`src/rtl/vga_timing_pkg.sv`:
```
// rtl/vga_timing_pkg.sv - default 640x480@60 timing constants and width/bound helpers
package vga_timing_pkg;
  localparam int DEF_H_ACTIVE = 640;
  localparam int DEF_H_FP     = 16;
  localparam int DEF_H_SYNC   = 96;
  localparam int DEF_H_BP     = 48;
  localparam int DEF_V_ACTIVE = 480;
  localparam int DEF_V_FP     = 10;
  localparam int DEF_V_SYNC   = 2;
  localparam int DEF_V_BP     = 33;

  function automatic int span_total(input int active, input int fp, input int sync, input int bp);
    return active + fp + sync + bp;
  endfunction

  function automatic int sync_start(input int active, input int fp);
    return active + fp;
  endfunction

  function automatic int sync_end(input int active, input int fp, input int sync);
    return active + fp + sync - 1;
  endfunction

  function automatic int cnt_width(input int modulus);
    return (modulus <= 2) ? 1 : $clog2(modulus);
  endfunction
endpackage

```
`src/rtl/vga_sync_generator_mod_counter.sv`:
```
// rtl/vga_sync_generator_mod_counter.sv - modulo-N counter with wrap strobe
module mod_counter #(
  parameter int MODULUS = 800,
  parameter int W       = 10
) (
  input  logic         clk,
  input  logic         reset,
  input  logic         inc,
  output logic [W-1:0] count,
  output logic         wrap
);
  localparam logic [W-1:0] LAST = W'(MODULUS - 1);

  assign wrap = inc && (count == LAST);

  always_ff @(posedge clk) begin
    if (reset)
      count <= '0;
    else if (inc)
      count <= wrap ? '0 : count + 1'b1;
  end
endmodule

```
`src/rtl/vga_sync_generator.sv`:
```
// rtl/vga_sync_generator.sv - raster counters and registered sync/blank/strobe decode
module vga_sync_generator import vga_timing_pkg::*; #(
  parameter int   H_ACTIVE = DEF_H_ACTIVE,
  parameter int   H_FP     = DEF_H_FP,
  parameter int   H_SYNC   = DEF_H_SYNC,
  parameter int   H_BP     = DEF_H_BP,
  parameter int   V_ACTIVE = DEF_V_ACTIVE,
  parameter int   V_FP     = DEF_V_FP,
  parameter int   V_SYNC   = DEF_V_SYNC,
  parameter int   V_BP     = DEF_V_BP,
  parameter logic SYNC_POL = 1'b0,
  parameter int   FCNT_W   = 16,
  localparam int  H_TOTAL  = span_total(H_ACTIVE, H_FP, H_SYNC, H_BP),
  localparam int  V_TOTAL  = span_total(V_ACTIVE, V_FP, V_SYNC, V_BP),
  localparam int  HW       = cnt_width(H_TOTAL),
  localparam int  VW       = cnt_width(V_TOTAL)
) (
  input  logic              vga_clk,
  input  logic              reset,
  output logic              hsync,
  output logic              vsync,
  output logic              video_on,
  output logic [HW-1:0]     pixel_x,
  output logic [VW-1:0]     pixel_y,
  output logic              frame_start,
  output logic              vblank_start,
  output logic [FCNT_W-1:0] frame_count
);
  localparam logic [HW-1:0] HS_START = HW'(sync_start(H_ACTIVE, H_FP));
  localparam logic [HW-1:0] HS_END   = HW'(sync_end(H_ACTIVE, H_FP, H_SYNC));
  localparam logic [VW-1:0] VS_START = VW'(sync_start(V_ACTIVE, V_FP));
  localparam logic [VW-1:0] VS_END   = VW'(sync_end(V_ACTIVE, V_FP, V_SYNC));
  localparam logic [HW-1:0] H_VIS    = HW'(H_ACTIVE);
  localparam logic [VW-1:0] V_VIS    = VW'(V_ACTIVE);

  logic [HW-1:0] h_cnt;
  logic [VW-1:0] v_cnt;
  logic          h_wrap;
  logic          v_wrap;

  mod_counter #(.MODULUS(H_TOTAL), .W(HW)) u_h_cnt (
    .clk(vga_clk), .reset(reset), .inc(1'b1), .count(h_cnt), .wrap(h_wrap)
  );

  mod_counter #(.MODULUS(V_TOTAL), .W(VW)) u_v_cnt (
    .clk(vga_clk), .reset(reset), .inc(h_wrap), .count(v_cnt), .wrap(v_wrap)
  );

  // v_wrap is only true on the last pixel of the last line, i.e. the frame end
  always_ff @(posedge vga_clk) begin
    if (reset) begin
      hsync        <= ~SYNC_POL;
      vsync        <= ~SYNC_POL;
      video_on     <= 1'b0;
      pixel_x      <= '0;
      pixel_y      <= '0;
      frame_start  <= 1'b0;
      vblank_start <= 1'b0;
      frame_count  <= '0;
    end else begin
      hsync        <= (h_cnt >= HS_START && h_cnt <= HS_END) ? SYNC_POL : ~SYNC_POL;
      vsync        <= (v_cnt >= VS_START && v_cnt <= VS_END) ? SYNC_POL : ~SYNC_POL;
      video_on     <= (h_cnt < H_VIS) && (v_cnt < V_VIS);
      pixel_x      <= h_cnt;
      pixel_y      <= v_cnt;
      frame_start  <= (h_cnt == '0) && (v_cnt == '0);
      vblank_start <= (h_cnt == '0) && (v_cnt == V_VIS);
      if (v_wrap)
        frame_count <= frame_count + 1'b1;
    end
  end
endmodule

```
`config.mk`:
```
export PLATFORM = sky130hd
export DESIGN_NAME = vga_sync_generator
export DESIGN_NICKNAME = d
export VERILOG_FILES = /design/src/rtl/vga_timing_pkg.sv /design/src/rtl/vga_sync_generator_mod_counter.sv /design/src/rtl/vga_sync_generator.sv
export SDC_FILE = /design/constraint.sdc
export NUM_CORES = 1
export LEC_CHECK = 0
export ABC_CLOCK_PERIOD_IN_PS = 3300
export BUFFER_PORTS_ARGS = -buffer_cell sky130_fd_sc_hd__clkbuf_2
export CAP_MARGIN = 0
export CORE_MARGIN = 3
export CORE_UTILIZATION = 35
export CTS_CLUSTER_SIZE = 20
export DETAILED_ROUTE_END_ITERATION = 8
export PLACE_DENSITY = 0.58
export SLEW_MARGIN = 20
export SYNTH_ARGS = -nofsm -noshare
export SYNTH_HDL_FRONTEND = slang
export SYNTH_SLANG_ARGS = --single-unit
export TNS_END_PERCENT = 10
```
`constraint.sdc`:
```
create_clock -name vga_clk -period 3.3 [get_ports vga_clk]
set_clock_uncertainty 0.15 [all_clocks]
set_input_delay 0.825 -clock vga_clk [delete_from_list [all_inputs] [get_ports vga_clk]]
set_output_delay 0.825 -clock vga_clk [all_outputs]
set_load 0.02 [all_outputs]
```
==> metrics, run 1 <==
status=finished clean; Register-to-Register Path Depth=4; dominant cell type by area after synthesis=dfxtp_1; leakage power=between 1 and 1.5 nW; R2R setup slack=750 ps; main combinational cell family by area after synthesis=simple AND/OR/NAND/NOR gates; most common library cells after synthesis=dfxtp_1 (61), nor2_1 (38), nor2b_1 (26); Layout area overhead=21.0%; slowest CP cell=or3_1; global-route wire length before repair=8770 um; Avg WL per Cell=12.2 um; clock period minus worst slack=2550 ps; starting density of the core=36.7%; TritonCTS Sinks=61; placed inst area=0.00284 sq mm; final std cell area, no fill=0.00309 sq mm; area of the core=about 0.0069 sq mm; DRC Markers=0; Post-synth EDFFs=0; Slew Limit Fails=0; Pre-antenna DRT Iters=4; Total GRT Usage=roughly an eighth; PwrDens=520 mW/mm^2; register area share after synthesis=roughly 48%; Crit path buffers/inverters=0; # H-tree levels=3; area share of fa/ha/maj cells after synthesis=2.94%; peak supply drop=0.248 mV; post-synthesis area per instance=8.92 sq um; vias=2,046; I/O pins=43; nets=about 330; min-delay worst type=flop to flop; final setup TNS=0 ps; cell count after synthesis=286; starting DRC count in detailed routing=89; crit path max fanout=20; CTS Hold Buffers Added=0; FP Rows=30; post-synth top area share=a little under half; Max Clk Rate=392 MHz; CTS Buf Count=9; measured slew at the worst slew-check pin=723 ps; hold wc startpoint=u_h_cnt.count[0]; clock-pin slew on the worst setup and hold paths=roughly 60 ps; yosys warns=0; Clk Latency, worst-skew pair=330 ps; total power=roughly 0.0016 W; top-count cell post-synth=dfxtp_1; asr flop ratio synth=0%; # Max-Cap Violations=0; Via density=just under 5; flops & latches, synth=a little over 60; GRT Residual Overflow=0; Worst Path Required=3370 ps; period utilisation layout=77.3%; Simple-Gate Fraction of Synth Area=between 30% and 40%; Synth cell types=32; Final Hold Viols=0; crit path cell chain=or3b_4, or3_1, nor4_1, mux2_2; worst hold path depth=1; TritonCTS clock tree=done; die area=0.00835 sq mm; Crit path arrival time=2620 ps; worst reg2reg endpoint=frame_count[15]; Die X=about 91 um; mux contribution to synthesized area=around 5.3%; critical path launch point type=flop; Compound-Gate Fraction of Synth Area=5.05%; Slew HR=around 50%; clk root buf=clkbuf_8; Port Buffers=42; peak per-stage delay on the critical path=620 ps; family with the most delay on the worst path=simple AND/OR/NAND/NOR gates; Placer Congestion=0.816; diode count=0; die height=between 90 and 100 um; ranking of synthesized cells by area=dfxtp_1 (48%), nor2b_1 (6.4%), nor2_1 (5.6%); top_reg_cell synth=dfxtp_1; setup bufs post-CTS=0; largest net degree at the start of global routing=31; Synth Area in XOR/XNOR=a little over 4%; Resized Gates After CTS=0; Synth Net Count=294; vias in the first global route=roughly 1,900; Netlist Area Pre-Place=0.00255 sq mm; crit end category=flop; fraction of layout cells with a size suffix above 1=between 20% and 30%; RSZ-0062 raised after global routing=false; initial antenna violation count=0; worst reg2reg startpoint=u_h_cnt.count[8]; Antenna Nets Post-Route=0; Crit Path Class=flop to flop; total wire length=5180 um; hpwl dp=3600 um; hold endpoint=u_h_cnt.count[0]; Setup-failing EPs final=0; Max Buffers Root-to-Sink=2
layout make-up:
type	instances	area (sq um)
timing repair buffer	45	233
multi-input combinational	197	1220
clock buffer	11	151
fill	706	3860
sequential	61	1220
inverter	12	45.0
clock inverter	4	95.1
tap	96	120
per-layer routing:
metal  vias up  share of wire (%)  track usage, %
li1       1061                  -               -
met1       940                 50            17.0
met2        38                 43            19.5
met3         7                4.8            4.89
met4         0                1.8            6.03
met5         -                  0               0
layout by cell type (no fill, tap or decap):
cell and count:
dfxtp_1 61, clkbuf_2 42, nor2_1 38, nor2b_1 26
nand2_1 14, nand3_1 13, inv_1 12, nor3_1 12
mux2_2 11, clkbuf_8 11, a21oi_1 9, nand4_1 8
o21ai_0 8, xnor2_1 7, nor4_1 7, ha_1 6
xor2_1 5, and3_1 5, or4_1 5, or3_1 4
and4_1 4, o31ai_1 3, bufinv_16 3, buf_4 3
nand2b_1 2, nand4b_1 2, nor4b_1 2, or3b_4 1
mux2_1 1, a21o_1 1, or4_4 1, o2111ai_1 1
o21ai_1 1, clkinv_2 1
flip-flops by register name, summed over array words and instances (netlist names):
name / flops
hsync: 1
frame_start: 1
pixel_x: 10
u_h_cnt.count: 10
frame_count: 16
pixel_y: 10
vsync: 1
vblank_start: 1
u_v_cnt.count: 10
video_on: 1
power by group:
group          switching, W  internal [W]  total [W]
sequential       0.00000515      0.000743   0.000748
combinational     0.0000288     0.0000132  0.0000420
clock              0.000277      0.000537   0.000814
cell families (layout without fill, tap and decap cells):
logic type,after synthesis,in the layout
flops,61,61
mux,12,12
buf+inv,28,72
compound gates,23,23
simple gates,144,144
fa+ha+maj,6,6
xor+xnor,12,12
worst max-delay path by stage:
stage | start | endpoint | slack [ps] | cells past startpoint
floorplan | u_h_cnt.count[6] | frame_count[15] | 1060 | 6
finish | u_h_cnt.count[8] | frame_count[15] | 750 | 4
global route | u_h_cnt.count[0] | frame_count[15] | 560 | 5
detailed placement | u_h_cnt.count[8] | frame_count[15] | 730 | 4
global placement | u_h_cnt.count[8] | frame_count[15] | 830 | 4
CTS | u_h_cnt.count[8] | frame_count[15] | 730 | 4
per-stage QoR:
| stage | hold slack (ps) | util (%) | instances | worst slack (ps) |
|---|---|---|---|---|
| 2_1_floorplan | 291 | - | 286 | 1060 |
| 3_3_place_gp | 311 | 40.9 | 411 | 829 |
| 3_5_place_dp | 321 | 40.9 | 411 | 733 |
| 4_1_cts | 335 | 44.4 | 426 | 731 |
| 5_1_grt | 375 | 44.4 | 426 | 558 |
| 6_report | 331 | 44.4 | 426 | 749 |
No activity file was read; power rests on OpenSTA's default activity.
==> run 2: changes to the inputs <==
--- a/config.mk
+++ b/config.mk
@@ -5,7 +5,7 @@
 export SDC_FILE = /design/constraint.sdc
 export NUM_CORES = 1
 export LEC_CHECK = 0
-export ABC_CLOCK_PERIOD_IN_PS = 3300
+export ABC_CLOCK_PERIOD_IN_PS = 2400
 export BUFFER_PORTS_ARGS = -buffer_cell sky130_fd_sc_hd__clkbuf_2
 export CAP_MARGIN = 0
 export CORE_MARGIN = 3
==> constraint.sdc (replaced) <==
create_clock -name vga_clk -period 2.4 [get_ports vga_clk]
set_clock_uncertainty 0.15 [all_clocks]
set_input_delay 0.6 -clock vga_clk [delete_from_list [all_inputs] [get_ports vga_clk]]
set_output_delay 0.6 -clock vga_clk [all_outputs]
set_load 0.02 [all_outputs]
==> metrics, run 2 (synthesized netlist as in run 1, its figures left out) <==
Antenna Nets Post-Route=0 (unchanged); peak per-stage delay on the critical path=400 ps (-220 ps); Worst Path Required=2470 ps (-900 ps); Pre-antenna DRT Iters=4 (unchanged); GRT Residual Overflow=0 (unchanged); Port Buffers=42 (unchanged); Max Buffers Root-to-Sink=2 (unchanged); WP depth=5 (+1); diode count=0 (unchanged); Largest register FFs=16 (unchanged); final std cell area, no fill=0.00317 sq mm (+2.8%); vias=2,088 (+2.1%); crit path max fanout=20 (unchanged); die area=0.00835 sq mm (unchanged); crit path cell chain=or3b_4, or3_1, buf_4, nor4_2, mux2_2; hpwl dp=3770 um (+4.7%); Layout area overhead=24.3%; final setup TNS=0 ps (unchanged); Setup-failing EPs final=0 (unchanged); clock period minus worst slack=2260 ps (-293 ps); clock-pin slew on the worst setup and hold paths=70 ps (about the same); Slew HR=73.6% (+22 points); register with the most flip-flops=frame_count; Crit path arrival time=2330 ps (-290 ps); TritonCTS Sinks=61 (unchanged); clk root buf=clkbuf_8; critical path launch point type=flop; # placed instances=421 (+2.4%); period utilisation layout=94.1% (+17 points); FP Rows=30 (unchanged); peak supply drop=0.260 mV (+4.8%); area of the core=0.00694 sq mm (unchanged); Die X=91.4 um (unchanged); largest net degree at the start of global routing=57 (+84%); commonest non-fill, non-tap cell in the layout=dfxtp_1; family with the most delay on the worst path=simple AND/OR/NAND/NOR gates; nets=344 (+3.0%); worst reg2reg startpoint=u_h_cnt.count[6]; initial antenna violation count=0 (unchanged); Final Hold Viols=0 (unchanged); # H-tree levels=3 (unchanged); Worst setup endpoint=frame_count[15]; setup bufs post-CTS=0 (unchanged); starting density of the core=36.7% (unchanged); Max Clk Rate=443 MHz (+13%); leakage power=1.27 nW (+3.9%); Crit path buffers/inverters=1 (+1); Register-to-Register Path Depth=5 (+1); total power=0.00210 W (+31%); starting DRC count in detailed routing=72 (-19%); non-filler instance count after layout=437 (+2.6%); RSZ-0062 raised after global routing=false; Total GRT Usage=13.8% (+0.67 points); R2R setup slack=140 ps (-610 ps); fraction of layout cells with a size suffix above 1=25.5% (+3.4 points); min-delay worst type=flop to flop; Worst setup startpoint=u_h_cnt.count[6]; DRC Markers=0 (unchanged); crit end category=flop; vias in the first global route=1,871 (-1.2%); status=finished clean; hold wc startpoint=u_h_cnt.count[0]; slowest CP cell=or3b_4; Slew Limit Fails=0 (unchanged); Finished Core Util=45.7% (+1.2 points); # Max-Cap Violations=0 (unchanged); PwrDens=663 mW/mm^2 (+27%); Crit Path Class=flop to flop; placed inst area=0.00293 sq mm (+3.1%); measured slew at the worst slew-check pin=392 ps (-331 ps); Via density=4.78 (-0.52%); Avg WL per Cell=12.3 um (+1.2%); die height=91.4 um (unchanged); TritonCTS clock tree=done; most frequent cells in the layout=dfxtp_1 (61), clkbuf_2 (42), nor2_1 (38); Clk Latency, worst-skew pair=340 ps (about the same); total wire length=5370 um (+3.8%); global-route wire length before repair=9150 um (+4.3%); CTS Buf Count=9 (unchanged); fillcell total=712 (+0.85%); Placer Congestion=0.819 (+0.34%); worst reg2reg endpoint=frame_count[15]; I/O pins=43 (unchanged)
[run 2: report_power, final]
part	internal, W	total (W)	switching (W)
logic	0.0000207	0.0000627	0.0000420
registers	0.00102	0.00103	0.00000509
clock network	0.000638	0.00101	0.000374
[run 2: timing repair]
| action | 4_1_cts | 5_1_grt |
|---|---|---|
| hold buffers | 0 | 0 |
| gates resized for setup | 0 | 4 |
| setup endpoints to repair | 0 | 4 |
[run 2: cell type report]
type / count / area (sq um) / share of cell area [%]
clock buffers: 12 / 155 / 4.89
clock inverters: 4 / 70.1 / 2.21
inverters: 12 / 45.0 / 1.42
multi-input cells: 197 / 1240 / 39.1
flip-flops and latches: 61 / 1220 / 38.5
well taps: 96 / 120 / 3.79
repair buffers: 55 / 320 / 10.1
[run 2: how the worst min path moves through the flow]
stage / cells after the start / to
2_1_floorplan: 1 / u_h_cnt.count[0]
4_1_cts: 1 / u_h_cnt.count[0]
3_3_place_gp: 1 / u_h_cnt.count[0]
3_5_place_dp: 1 / u_h_cnt.count[0]
5_1_grt: 1 / u_h_cnt.count[0]
6_report: 1 / u_h_cnt.count[0]
[run 2: stage by stage]
step,setup WS (ps),hold slack [ps]
final,142,334
after global routing,7.35,367
after CTS,78.6,336
after detailed placement,103,320
after global placement,190,309
after floorplan,164,291
[run 2: per-layer routing]
layer / wire length [um] / track usage, % / part of all wire, % / vias to the layer above
li1: - / - / - / 1081
met1: 2620 / 18.5 / 49 / 952
met3: 276 / 4.56 / 5.1 / 8
met4: 93 / 5.65 / 1.7 / 0
met2: 2380 / 20.5 / 44 / 47
met5: 0 / 0 / 0 / -
==> run 3: changes to the inputs <==
--- a/config.mk
+++ b/config.mk
@@ -5,14 +5,16 @@
 export SDC_FILE = /design/constraint.sdc
 export NUM_CORES = 1
 export LEC_CHECK = 0
-export ABC_CLOCK_PERIOD_IN_PS = 2400
+export ABC_CLOCK_PERIOD_IN_PS = 2500
 export BUFFER_PORTS_ARGS = -buffer_cell sky130_fd_sc_hd__clkbuf_2
 export CAP_MARGIN = 0
 export CORE_MARGIN = 3
 export CORE_UTILIZATION = 35
 export CTS_CLUSTER_SIZE = 20
 export DETAILED_ROUTE_END_ITERATION = 8
+export MAX_ROUTING_LAYER = met4
 export PLACE_DENSITY = 0.58
+export SKIP_CTS_REPAIR_TIMING = 1
 export SLEW_MARGIN = 20
 export SYNTH_ARGS = -nofsm -noshare
 export SYNTH_HDL_FRONTEND = slang
==> constraint.sdc (replaced) <==
create_clock -name vga_clk -period 2.5 [get_ports vga_clk]
set_clock_uncertainty 0.15 [all_clocks]
set_input_delay 0.625 -clock vga_clk [delete_from_list [all_inputs] [get_ports vga_clk]]
set_output_delay 0.625 -clock vga_clk [all_outputs]
set_load 0.02 [all_outputs]
==> metrics, run 3 (synthesized netlist as in run 1, its figures left out) <==
Total GRT Usage=13.8% (-0.054 points); register with the most flip-flops=frame_count; worst reg2reg startpoint=u_h_cnt.count[0]; die area=0.00835 sq mm (unchanged); commonest non-fill, non-tap cell in the layout=dfxtp_1; Slew HR=75.7% (+2.0 points); clock period minus worst slack=2280 ps (+23.2 ps); min-delay worst type=flop to flop; Via density=4.87 (+2.0%); starting density of the core=36.7% (unchanged); starting DRC count in detailed routing=84 (+17%); vias=2,119 (+1.5%); largest net degree at the start of global routing=32 (-44%); worst reg2reg endpoint=frame_count[13]; fillcell total=705 (-0.98%); Largest register FFs=16 (unchanged); CTS Buf Count=9 (unchanged); Max Buffers Root-to-Sink=2 (unchanged); hold wc startpoint=u_h_cnt.count[0]; peak per-stage delay on the critical path=390 ps (about the same); Crit path arrival time=2360 ps (+30 ps); Port Buffers=42 (unchanged); Multi-input gate area=0.00123 sq mm (-0.71%); hold endpoint=u_h_cnt.count[0]; worst setup margin=219 ps (+76.8 ps); Clk pwr share=48.4% (+0.3 points); internal power=0.00161 W (-4.2%); I/O pins=43 (unchanged); status=finished clean; worst hold path depth=1 (unchanged); Register-to-Register Path Depth=6 (+1); Final Hold Viols=0 (unchanged); crit path cell chain=ha_1, nand4_1, or3_1, buf_4, nor4_1, mux2_2; sw frac=20.4% (+0.39 points); nets=343 (-0.29%); R2R setup slack=220 ps (+80 ps); PwrDens=645 mW/mm^2 (-2.8%); Seq pwr share=48.8% (about the same); TritonCTS clock tree=done; Setup-failing EPs final=0 (unchanged); die height=91.4 um (unchanged); measured slew at the worst slew-check pin=362 ps (-29.9 ps); initial antenna violation count=0 (unchanged); peak supply drop=0.237 mV (-8.6%); final setup TNS=0 ps (unchanged); Die X=91.4 um (unchanged); Placer Congestion=0.787 (-3.9%); Max Clk Rate=438 MHz (-1.0%); fraction of layout cells with a size suffix above 1=24.5% (-1.0 points); leakage power=1.26 nW (-0.96%); Crit path buffers/inverters=1 (unchanged); clk root buf=clkbuf_8; family with the most delay on the worst path=simple AND/OR/NAND/NOR gates; Worst Path Required=2580 ps (+110 ps); area of the core=0.00694 sq mm (unchanged); global-route wire length before repair=9060 um (-0.98%); FP Rows=30 (unchanged); period utilisation layout=91.3% (-2.8 points); TritonCTS Sinks=61 (unchanged); total wire length=5270 um (-1.9%); combinational cell fraction of total power=2.8% (-0.2 points); Pre-antenna DRT Iters=4 (unchanged); # Max-Cap Violations=0 (unchanged); diode count=0 (unchanged); hpwl dp=3710 um (-1.8%); Slew Limit Fails=0 (unchanged); Antenna Nets Post-Route=0 (unchanged); crit end category=flop; RSZ-0062 raised after global routing=false; clock-pin slew on the worst setup and hold paths=60 ps (about the same); # H-tree levels=3 (unchanged); most frequent cells in the layout=dfxtp_1 (61), clkbuf_2 (42), nor2_1 (38); DRC Markers=0 (unchanged); GRT Residual Overflow=0 (unchanged); vias in the first global route=1,966 (+5.1%); Layout area overhead=23.2%; Place WS=242 ps (+139 ps); Worst setup startpoint=u_h_cnt.count[0]; Clk Latency, worst-skew pair=340 ps (about the same); slowest CP cell=dfxtp_1; register area=0.00122 sq mm (unchanged); critical path launch point type=flop; Crit Path Class=flop to flop; Avg WL per Cell=12.1 um (-1.4%); NetSw=0.000413 W (-1.8%); crit path max fanout=20 (unchanged)
==> run 3: cell count changes in the layout (fill, tap and decap cells not counted), sizes merged <==
cell	before	now
buf	13	12
clkinv	2	1
==> run 3: routing by layer <==
metal  wire [um]  vias to the layer above  track usage [%]
met4          67                        0             3.77
met1        2550                      991             17.4
li1            -                     1081                -
met5           0                        -                -
met2        2400                       40             20.8
met3         254                        7             5.05
==> run 3: area by class of cell <==
| type | count | area share (%) |
|---|---|---|
| Tap cell | 96 | 3.82 |
| Clock inverter | 3 | 2.19 |
| Sequential cell | 61 | 38.9 |
| Multi-Input combinational cell | 197 | 39.2 |
| Clock buffer | 12 | 4.94 |
| Inverter | 12 | 1.43 |
| Timing Repair Buffer | 54 | 9.56 |
==> run 3: how the worst max path moves through the flow <==
stage                        to  cells after the start
5_1_grt         frame_count[15]                      6
3_3_place_gp   u_v_cnt.count[6]                      6
6_report        frame_count[13]                      6
3_5_place_dp   u_v_cnt.count[6]                      6
4_1_cts         frame_count[14]                      6
2_1_floorplan   frame_count[15]                      6
==> run 3: through the flow <==
stage	instances	utilization, %	hold WS (ps)	power [W]	cell area, sq um
5_1_grt	435	45.2	379	0.00211	3140
3_5_place_dp	420	41.9	328	0.00107	2910
3_3_place_gp	420	41.9	309	0.00106	2910
6_report	435	45.2	338	0.00202	3140
4_1_cts	435	45.1	342	0.00205	3130
2_1_floorplan	286	-	291	0.00105	2550
==> run 3: power groups by stage <==
stage / combinational (W) / sequential, W / clock [W]
floorplan: 0.0000354 / 0.00101 / 0
global placement: 0.0000558 / 0.00101 / 0
detailed placement: 0.0000569 / 0.00101 / 0
CTS: 0.0000570 / 0.000988 / 0.00100
global route: 0.0000640 / 0.000988 / 0.00105
finish: 0.0000561 / 0.000988 / 0.000980
